<file path="src/rtl/nco_signal_gen_if.sv">
// Load handshake bundle for nco_signal_gen: tuning word, duty word, valid/ready.
interface nco_signal_gen_if #(
  parameter int ACC_W  = 32,
  parameter int DUTY_W = 8
);
  logic [ACC_W-1:0]  ftw_in;
  logic [DUTY_W-1:0] duty_in;
  logic              load_valid;
  logic              load_ready;

  modport master (
    output ftw_in,
    output duty_in,
    output load_valid,
    input  load_ready
  );

  modport slave (
    input  ftw_in,
    input  duty_in,
    input  load_valid,
    output load_ready
  );
endinterface

</file>
<file path="src/rtl/nco_signal_gen.sv">
// NCO square-wave source: phase accumulator, duty compare, boundary-aligned word loads.
// Optional NCO_SYNC_OUT_EN adds a one-cycle sync_out strobe per accumulator wrap.
module nco_signal_gen #(
  parameter int ACC_W  = 32,
  parameter int DUTY_W = 8,
  parameter int CNT_W  = 31,
  parameter int CLK_HZ = 50_000_000
) (
  input  logic             clk,
  input  logic             rst,
  nco_signal_gen_if.slave  load,
  input  logic             enable,
  input  logic             clr_cnt,
  output logic             signal_out,
  output logic [CNT_W-1:0] edge_cnt,
`ifdef NCO_SYNC_OUT_EN
  output logic             sync_out,
`endif
  output logic             busy
);

  typedef enum logic [1:0] {
    IDLE = 2'd0,
    RUN  = 2'd1,
    PEND = 2'd2,
    STOP = 2'd3
  } state_t;

  localparam logic [CNT_W-1:0]  CNT_MAX   = {CNT_W{1'b1}};
  localparam logic [ACC_W-1:0]  ACC_ZERO  = {ACC_W{1'b0}};
  localparam logic [DUTY_W-1:0] DUTY_ZERO = {DUTY_W{1'b0}};

  // CLK_HZ only documents the intended rate; a non-positive value is a misconfiguration.
  if (CLK_HZ <= 0) begin : g_bad_clk_hz
  end

  state_t            state_r, state_nx_s;
  logic [ACC_W-1:0]  acc_r, acc_nx_s;
  logic [ACC_W-1:0]  ftw_active_r, ftw_active_nx_s;
  logic [ACC_W-1:0]  ftw_pend_r, ftw_pend_nx_s;
  logic [DUTY_W-1:0] duty_active_r, duty_active_nx_s;
  logic [DUTY_W-1:0] duty_pend_r, duty_pend_nx_s;
  logic              signal_out_r, signal_nx_s;
  logic [CNT_W-1:0]  edge_cnt_r, edge_cnt_nx_s;
  logic              load_ready_r;
  logic              busy_r;
  logic [ACC_W:0]    sum_s;
  logic [ACC_W-1:0]  acc_inc_s;
  logic              wrap_s;
  logic              below_duty_s;
  logic              xfer_s;
  logic              ftw_zero_s;

  assign sum_s        = {1'b0, acc_r} + {1'b0, ftw_active_r};
  assign wrap_s       = sum_s[ACC_W];
  assign acc_inc_s    = sum_s[ACC_W-1:0];
  assign below_duty_s = (acc_inc_s[ACC_W-1 -: DUTY_W] < duty_active_r);
  assign xfer_s       = load.load_valid && load_ready_r;
  assign ftw_zero_s   = (ftw_active_r == ACC_ZERO);

  // Next-state, datapath and edge-counter logic.
  always_comb begin
    state_nx_s       = state_r;
    acc_nx_s         = acc_inc_s;
    signal_nx_s      = below_duty_s;
    ftw_active_nx_s  = ftw_active_r;
    duty_active_nx_s = duty_active_r;
    ftw_pend_nx_s    = ftw_pend_r;
    duty_pend_nx_s   = duty_pend_r;
    edge_cnt_nx_s    = edge_cnt_r;

    case (state_r)
      IDLE: begin
        acc_nx_s    = ACC_ZERO;
        signal_nx_s = 1'b0;
        if (xfer_s) begin
          ftw_active_nx_s  = load.ftw_in;
          duty_active_nx_s = load.duty_in;
        end else begin
          ftw_active_nx_s  = ftw_active_r;
          duty_active_nx_s = duty_active_r;
        end
        // Entry decision uses the words already active, not a same-cycle load.
        if (enable && !ftw_zero_s) begin
          state_nx_s  = RUN;
          signal_nx_s = (duty_active_r != DUTY_ZERO);
        end else begin
          state_nx_s = IDLE;
        end
      end
      RUN: begin
        if (xfer_s) begin
          state_nx_s     = PEND;
          ftw_pend_nx_s  = load.ftw_in;
          duty_pend_nx_s = load.duty_in;
        end else if (!enable) begin
          state_nx_s = STOP;
        end else begin
          state_nx_s = RUN;
        end
      end
      PEND: begin
        // A zero tuning word never wraps, so the swap happens immediately instead.
        if (wrap_s || ftw_zero_s) begin
          ftw_active_nx_s  = ftw_pend_r;
          duty_active_nx_s = duty_pend_r;
          if (enable) begin
            state_nx_s = RUN;
          end else begin
            state_nx_s  = IDLE;
            acc_nx_s    = ACC_ZERO;
            signal_nx_s = 1'b0;
          end
        end else begin
          state_nx_s = PEND;
        end
      end
      STOP: begin
        if (xfer_s) begin
          state_nx_s     = PEND;
          ftw_pend_nx_s  = load.ftw_in;
          duty_pend_nx_s = load.duty_in;
        end else if (enable) begin
          state_nx_s = RUN;
        end else if (wrap_s || ftw_zero_s) begin
          state_nx_s  = IDLE;
          acc_nx_s    = ACC_ZERO;
          signal_nx_s = 1'b0;
        end else begin
          state_nx_s = STOP;
        end
      end
      default: begin
        state_nx_s  = IDLE;
        acc_nx_s    = ACC_ZERO;
        signal_nx_s = 1'b0;
      end
    endcase

    if (clr_cnt) begin
      edge_cnt_nx_s = {CNT_W{1'b0}};
    end else if (signal_nx_s && !signal_out_r && (edge_cnt_r != CNT_MAX)) begin
      edge_cnt_nx_s = edge_cnt_r + {{(CNT_W-1){1'b0}}, 1'b1};
    end else begin
      edge_cnt_nx_s = edge_cnt_r;
    end
  end

  // State, datapath and registered-output updates; reset drops any pending load.
  always_ff @(posedge clk) begin
    if (rst) begin
      state_r       <= IDLE;
      acc_r         <= ACC_ZERO;
      ftw_active_r  <= ACC_ZERO;
      ftw_pend_r    <= ACC_ZERO;
      duty_active_r <= DUTY_ZERO;
      duty_pend_r   <= DUTY_ZERO;
      signal_out_r  <= 1'b0;
      edge_cnt_r    <= {CNT_W{1'b0}};
      load_ready_r  <= 1'b1;
      busy_r        <= 1'b0;
    end else begin
      state_r       <= state_nx_s;
      acc_r         <= acc_nx_s;
      ftw_active_r  <= ftw_active_nx_s;
      ftw_pend_r    <= ftw_pend_nx_s;
      duty_active_r <= duty_active_nx_s;
      duty_pend_r   <= duty_pend_nx_s;
      signal_out_r  <= signal_nx_s;
      edge_cnt_r    <= edge_cnt_nx_s;
      load_ready_r  <= (state_nx_s != PEND);
      busy_r        <= (state_nx_s != IDLE);
    end
  end

`ifdef NCO_SYNC_OUT_EN
  logic sync_r;

  // Period marker strobe, coincident with the rising edge that follows a wrap.
  always_ff @(posedge clk) begin
    if (rst) begin
      sync_r <= 1'b0;
    end else begin
      sync_r <= (state_r != IDLE) && wrap_s;
    end
  end

  assign sync_out = sync_r;
`endif

  assign load.load_ready = load_ready_r;
  assign signal_out      = signal_out_r;
  assign edge_cnt        = edge_cnt_r;
  assign busy            = busy_r;

endmodule

</file>
<file path="src/flat_wrapper.sv">
// flat-port wrapper written by rule: the top's interface ports become plain ports
module nco_signal_gen_flat 
#(
  parameter int ACC_W  = 32,
  parameter int DUTY_W = 8,
  parameter int CNT_W  = 31,
  parameter int CLK_HZ = 50_000_000
)
  (clk, rst, enable, clr_cnt, signal_out, edge_cnt, busy, load_ftw_in, load_duty_in, load_load_valid, load_load_ready);
  nco_signal_gen_if #(.ACC_W(ACC_W), .DUTY_W(DUTY_W)) load_i ();
  input  logic clk;
  input  logic rst;
  input  logic enable;
  input  logic clr_cnt;
  output logic signal_out;
  output logic [CNT_W-1:0] edge_cnt;
  output logic busy;
  input wire logic [$bits(load_i.ftw_in)-1:0] load_ftw_in;
  input wire logic [$bits(load_i.duty_in)-1:0] load_duty_in;
  input wire logic [$bits(load_i.load_valid)-1:0] load_load_valid;
  output wire logic [$bits(load_i.load_ready)-1:0] load_load_ready;
  assign load_i.ftw_in = load_ftw_in;
  assign load_i.duty_in = load_duty_in;
  assign load_i.load_valid = load_load_valid;
  assign load_load_ready = load_i.load_ready;
  nco_signal_gen #(.ACC_W(ACC_W), .DUTY_W(DUTY_W), .CNT_W(CNT_W), .CLK_HZ(CLK_HZ)) u_core (.clk(clk), .rst(rst), .load(load_i), .enable(enable), .clr_cnt(clr_cnt), .signal_out(signal_out), .edge_cnt(edge_cnt), .busy(busy));
endmodule
</file>
<file path="config.mk">
export PLATFORM = sky130hd
export DESIGN_NAME = nco_signal_gen_flat
export DESIGN_NICKNAME = d
export VERILOG_FILES = /design/src/rtl/nco_signal_gen_if.sv /design/src/rtl/nco_signal_gen.sv /design/src/flat_wrapper.sv
export SDC_FILE = /design/constraint.sdc
export NUM_CORES = 1
export LEC_CHECK = 0
export BUFFER_PORTS_ARGS = -buffer_cell sky130_fd_sc_hd__buf_2
export CAP_MARGIN = 20
export CORE_UTILIZATION = 39
export DETAILED_ROUTE_END_ITERATION = 10
export MAX_ROUTING_LAYER = met4
export SETUP_SLACK_MARGIN = 0.15
export SLEW_MARGIN = 30
export SYNTH_ARGS = -nofsm -noshare
export SYNTH_HDL_FRONTEND = slang
export SYNTH_SLANG_ARGS = --single-unit
</file>
<file path="constraint.sdc">
create_clock -name clk -period 5.35 [get_ports clk]
set_input_delay 0.535 -clock clk [delete_from_list [all_inputs] [get_ports clk]]
set_output_delay 0.535 -clock clk [all_outputs]
set_load 0.03 [all_outputs]
</file>
==> summary.txt <==
Critical path
  – Worst setup EP type: register
  – Reg2reg end: u_core.edge_cnt[23]
  – Critical Path Source Type: register
  – CP Class: reg2reg
  – Crit-path max FO: 11
  – Critical path data required time: 5.67 ns
  – Worst R2R Path Depth: 22
  – Arrival time at the worst endpoint: 5.22 ns
  – Reg-to-reg startpoint: u_core.ftw_active_r[3]
  – Worst reg-to-reg setup slack: 0.44 ns

STA
  – Setup TNS: 0 ns
  – Unrepaired setup endpoints after global routing: no
  – Post-route setup slack: 0.444 ns
  – Fin Clk Skew: 0.0124 ns
  – Pins Over Slew Limit: 0
  – Period utilisation layout: 91.7%
  – Fin Hold WS: 0.351 ns
  – Final setup viols: 0
  – Post-layout min period: 4.91 ns
  – Hold Fails Final Rpt: 0
  – Worst-Margin Slew: 0.737 ns
  – Fmax: 204 MHz
  – Worst relative slew slack: 50.8%

Routing
  – Top sig layer: met4
  – Vias per cell: 5.32
  – Final ANT Viol Nets: 0
  – Met3 WL: 564 um
  – Via count: 6665
  – Pre-Repair DR Iteration Count: 5
  – WL met2: 8560 um
  – Drt first-iter violations: 358
  – Detailed Route WL: 19200 um
  – Routed WL per cell: 15.4 um
  – DR DRC count: 0
  – Metal-1 WL: 9900 um

Clock network
  – Worst-path clk slew: 0.06 ns
  – Cts hold-fix bufs: 0
  – CTS Sinks: 148
  – Post-CTS Setup Inserts: 0
  – CTS resizes: 0
  – Htree depth: 4
  – Worst-Skew Late Latency: 0.43 ns
  – CTS tree: done
  – Clock root cell: clkbuf_16
  – Total CTS buffers: 17
  – Maximum clock insertion buffer count: 2

Global route
  – Maximum number of pins on one net before global-route repair: 93
  – Initial antenna violation count: 0
  – First-pass GRT wire length: 31800 um
  – Vias in the first global route: 6263
  – Total GRT Usage: 20.5%
  – Congestion Overflow GR: 0

Power
  – Worst VDD drop: 253 uV
  – Power density cells: 356 nW/um2
  – Leak Pwr: 3.56 nW

Placed design
  – Worst setup slack after placement: 0.228 ns
  – DP Cell Count: 1221
  – Placed wire-length estimate: 12900 um
  – Routability cong.: 0.851
  – PortBufs: 78

Layout
  – Most common cell after layout, fill and taps aside: dfxtp_1
  – Core Util, Final: 46.7%
  – Layout cells sized above 1: 15.3%
  – Nets: 1066
  – Fin cells: 1252
  – Commonest cells after routing, fill and taps aside: dfxtp_1 (148), nand2_1 (115), nor2_1 (111)
  – N_diodes: 0
  – Area grow syn2layout: 15.7%

Worst hold path
  – Hold WC Path Type: in2reg
  – Hold Path End: u_core.ftw_pend_r[23]
  – Hold Crit Start: load_ftw_in[23]
  – Hold Path Depth: 3

Yosys
  – Distinct cells, synth: 64
  – Share of synthesized registers carrying an async set or reset: 0%
  – Netlist Area Pre-Place: 7650 um2
  – Top-area cell type share of the netlist area: 38.7%
  – Top FF cell, synth: dfxtp_1
  – Synth Instances: 926
  – Top post-synthesis cells by area: dfxtp_1 (39%), ha_1 (6.5%), nand2_1 (5.6%)
  – Seq/Total Area, Yosys: 38.7%
  – Largest area contributor in the netlist: dfxtp_1
  – Syn_nets: 1012
  – Syn Area/Cell: 8.27 um2
  – #FFs+latches synth: 148
  – Yosys warns: 0
  – Number of synthesized flops with an enable pin: 0

Flow run
  – Max_cap viols: 0

Die
  – Initial Util: 40.4%
  – IO Count: 79
  – Die area: 20200 um2
  – Number of core rows: 50
  – Die W: 142 um
  – CORE AREA: 19000 um2
  – Die span in y: 142 um

Outcome
  – Outcome: finished clean
-- metrics by stage --
step / power (mW) / instance area [um2]
2_1_floorplan: 1.86 / 7650
5_1_grt: 3.33 / 8860
3_3_place_gp: 2.05 / 8270
4_1_cts: 3.17 / 8830
3_5_place_dp: 2.06 / 8290
6_report: 3.15 / 8860
-- area by class of cell --
| class | instances | area [um2] |
|---|---|---|
| clock inverter | 11 | 81.3 |
| sequential | 148 | 2960 |
| fill | 1888 | 10100 |
| tap | 260 | 325 |
| clock buffer | 20 | 457 |
| timing repair buffer | 91 | 527 |
| multi-input combinational | 703 | 4430 |
| inverter | 19 | 71.3 |
-- sequential cells by signal, indices dropped and copies added (netlist names) --
name	flops
u_core.acc_r	32
u_core.ftw_active_r	32
u_core.ftw_pend_r	32
u_core.edge_cnt	31
u_core.duty_active_r	8
u_core.duty_pend_r	8
u_core.state_r	2
u_core.busy	1
u_core.load.load_ready	1
u_core.signal_out	1
-- report_power, final --
group / switching [mW] / total, mW / internal [mW]
Clock: 0.484 / 1.10 / 0.615
Sequential: 0.0710 / 1.27 / 1.20
Combinational: 0.480 / 0.784 / 0.304
Total: 1.03 / 3.15 / 2.12
-- cell usage after synthesis (all sizes together) (2+ instances only) --
cell	count
dfxtp	148
nand2	115
nor2	111
a21oi	69
o21ai	56
clkbuf	49
a211oi	48
or3	43
ha	40
xnor2	34
nor4	25
inv	19
a21o	16
nand4	12
and3	11
xor2	10
a31oi	8
nor3b	8
buf	7
nand2b	7
nor3	7
a41o	6
or2	6
a31o	5
and2	5
nand3	5
nor2b	4
nor4b	4
o21a	4
a21boi	3
a41oi	3
and4	3
mux2i	3
o211a	3
o211ai	3
o21bai	3
a211o	2
a22oi	2
o2111ai	2
o2bb2ai	2
o31a	2
o31ai	2
-- cells by family after synthesis --
family | after synthesis | share of synthesized area, %
AO/OA/AOI/OAI | 246 | 20.8
XOR/XNOR | 44 | 5.04
adder cells (fa/ha/maj) | 41 | 6.80
buffers and inverters | 75 | 3.96
flip-flops | 148 | 38.7
multiplexers | 3 | 0.392
AND/OR/NAND/NOR | 369 | 24.3
-- layer usage --
metal	vias up	track usage, %
li1	3433	-
met1	3116	28.2
met2	99	30.4
met3	17	3.10
met4	0	6.90
met5	-	-
-- worst max path at each step --
| stage | start | end | slack (ns) | cells past startpoint |
|---|---|---|---|---|
| floorplan | u_core.ftw_active_r[3] | u_core.edge_cnt[20] | 0.61 | 22 |
| global route | u_core.ftw_active_r[12] | u_core.edge_cnt[21] | 0.14 | 22 |
| detailed placement | u_core.ftw_active_r[2] | u_core.edge_cnt[23] | 0.23 | 21 |
| global placement | u_core.ftw_active_r[2] | u_core.edge_cnt[21] | 0.32 | 21 |
| finish | u_core.ftw_active_r[3] | u_core.edge_cnt[23] | 0.44 | 22 |
| CTS | u_core.ftw_active_r[1] | u_core.edge_cnt[23] | 0.20 | 22 |
-- worst max-delay path, stage by stage (launching register included) --
cell and delay [ns]:
dfxtp_1 0.33, ha_1 0.36, a21oi_1 0.16, nor2b_1 0.06, a311o_1 0.38, o2bb2ai_1 0.26
a41oi_2 0.30, o311ai_2 0.16, a221o_1 0.35, a21oi_1 0.18, xnor2_1 0.16, ha_1 0.29
nand4_1 0.13, nor2_1 0.07, a211oi_2 0.25, nand4b_1 0.12, a21oi_1 0.12, a211oi_1 0.08
o22a_4 0.29, nor4_4 0.21, buf_4 0.22, a31oi_1 0.10, a41o_1 0.20
Note: power is estimated with default switching activity, not from simulation.
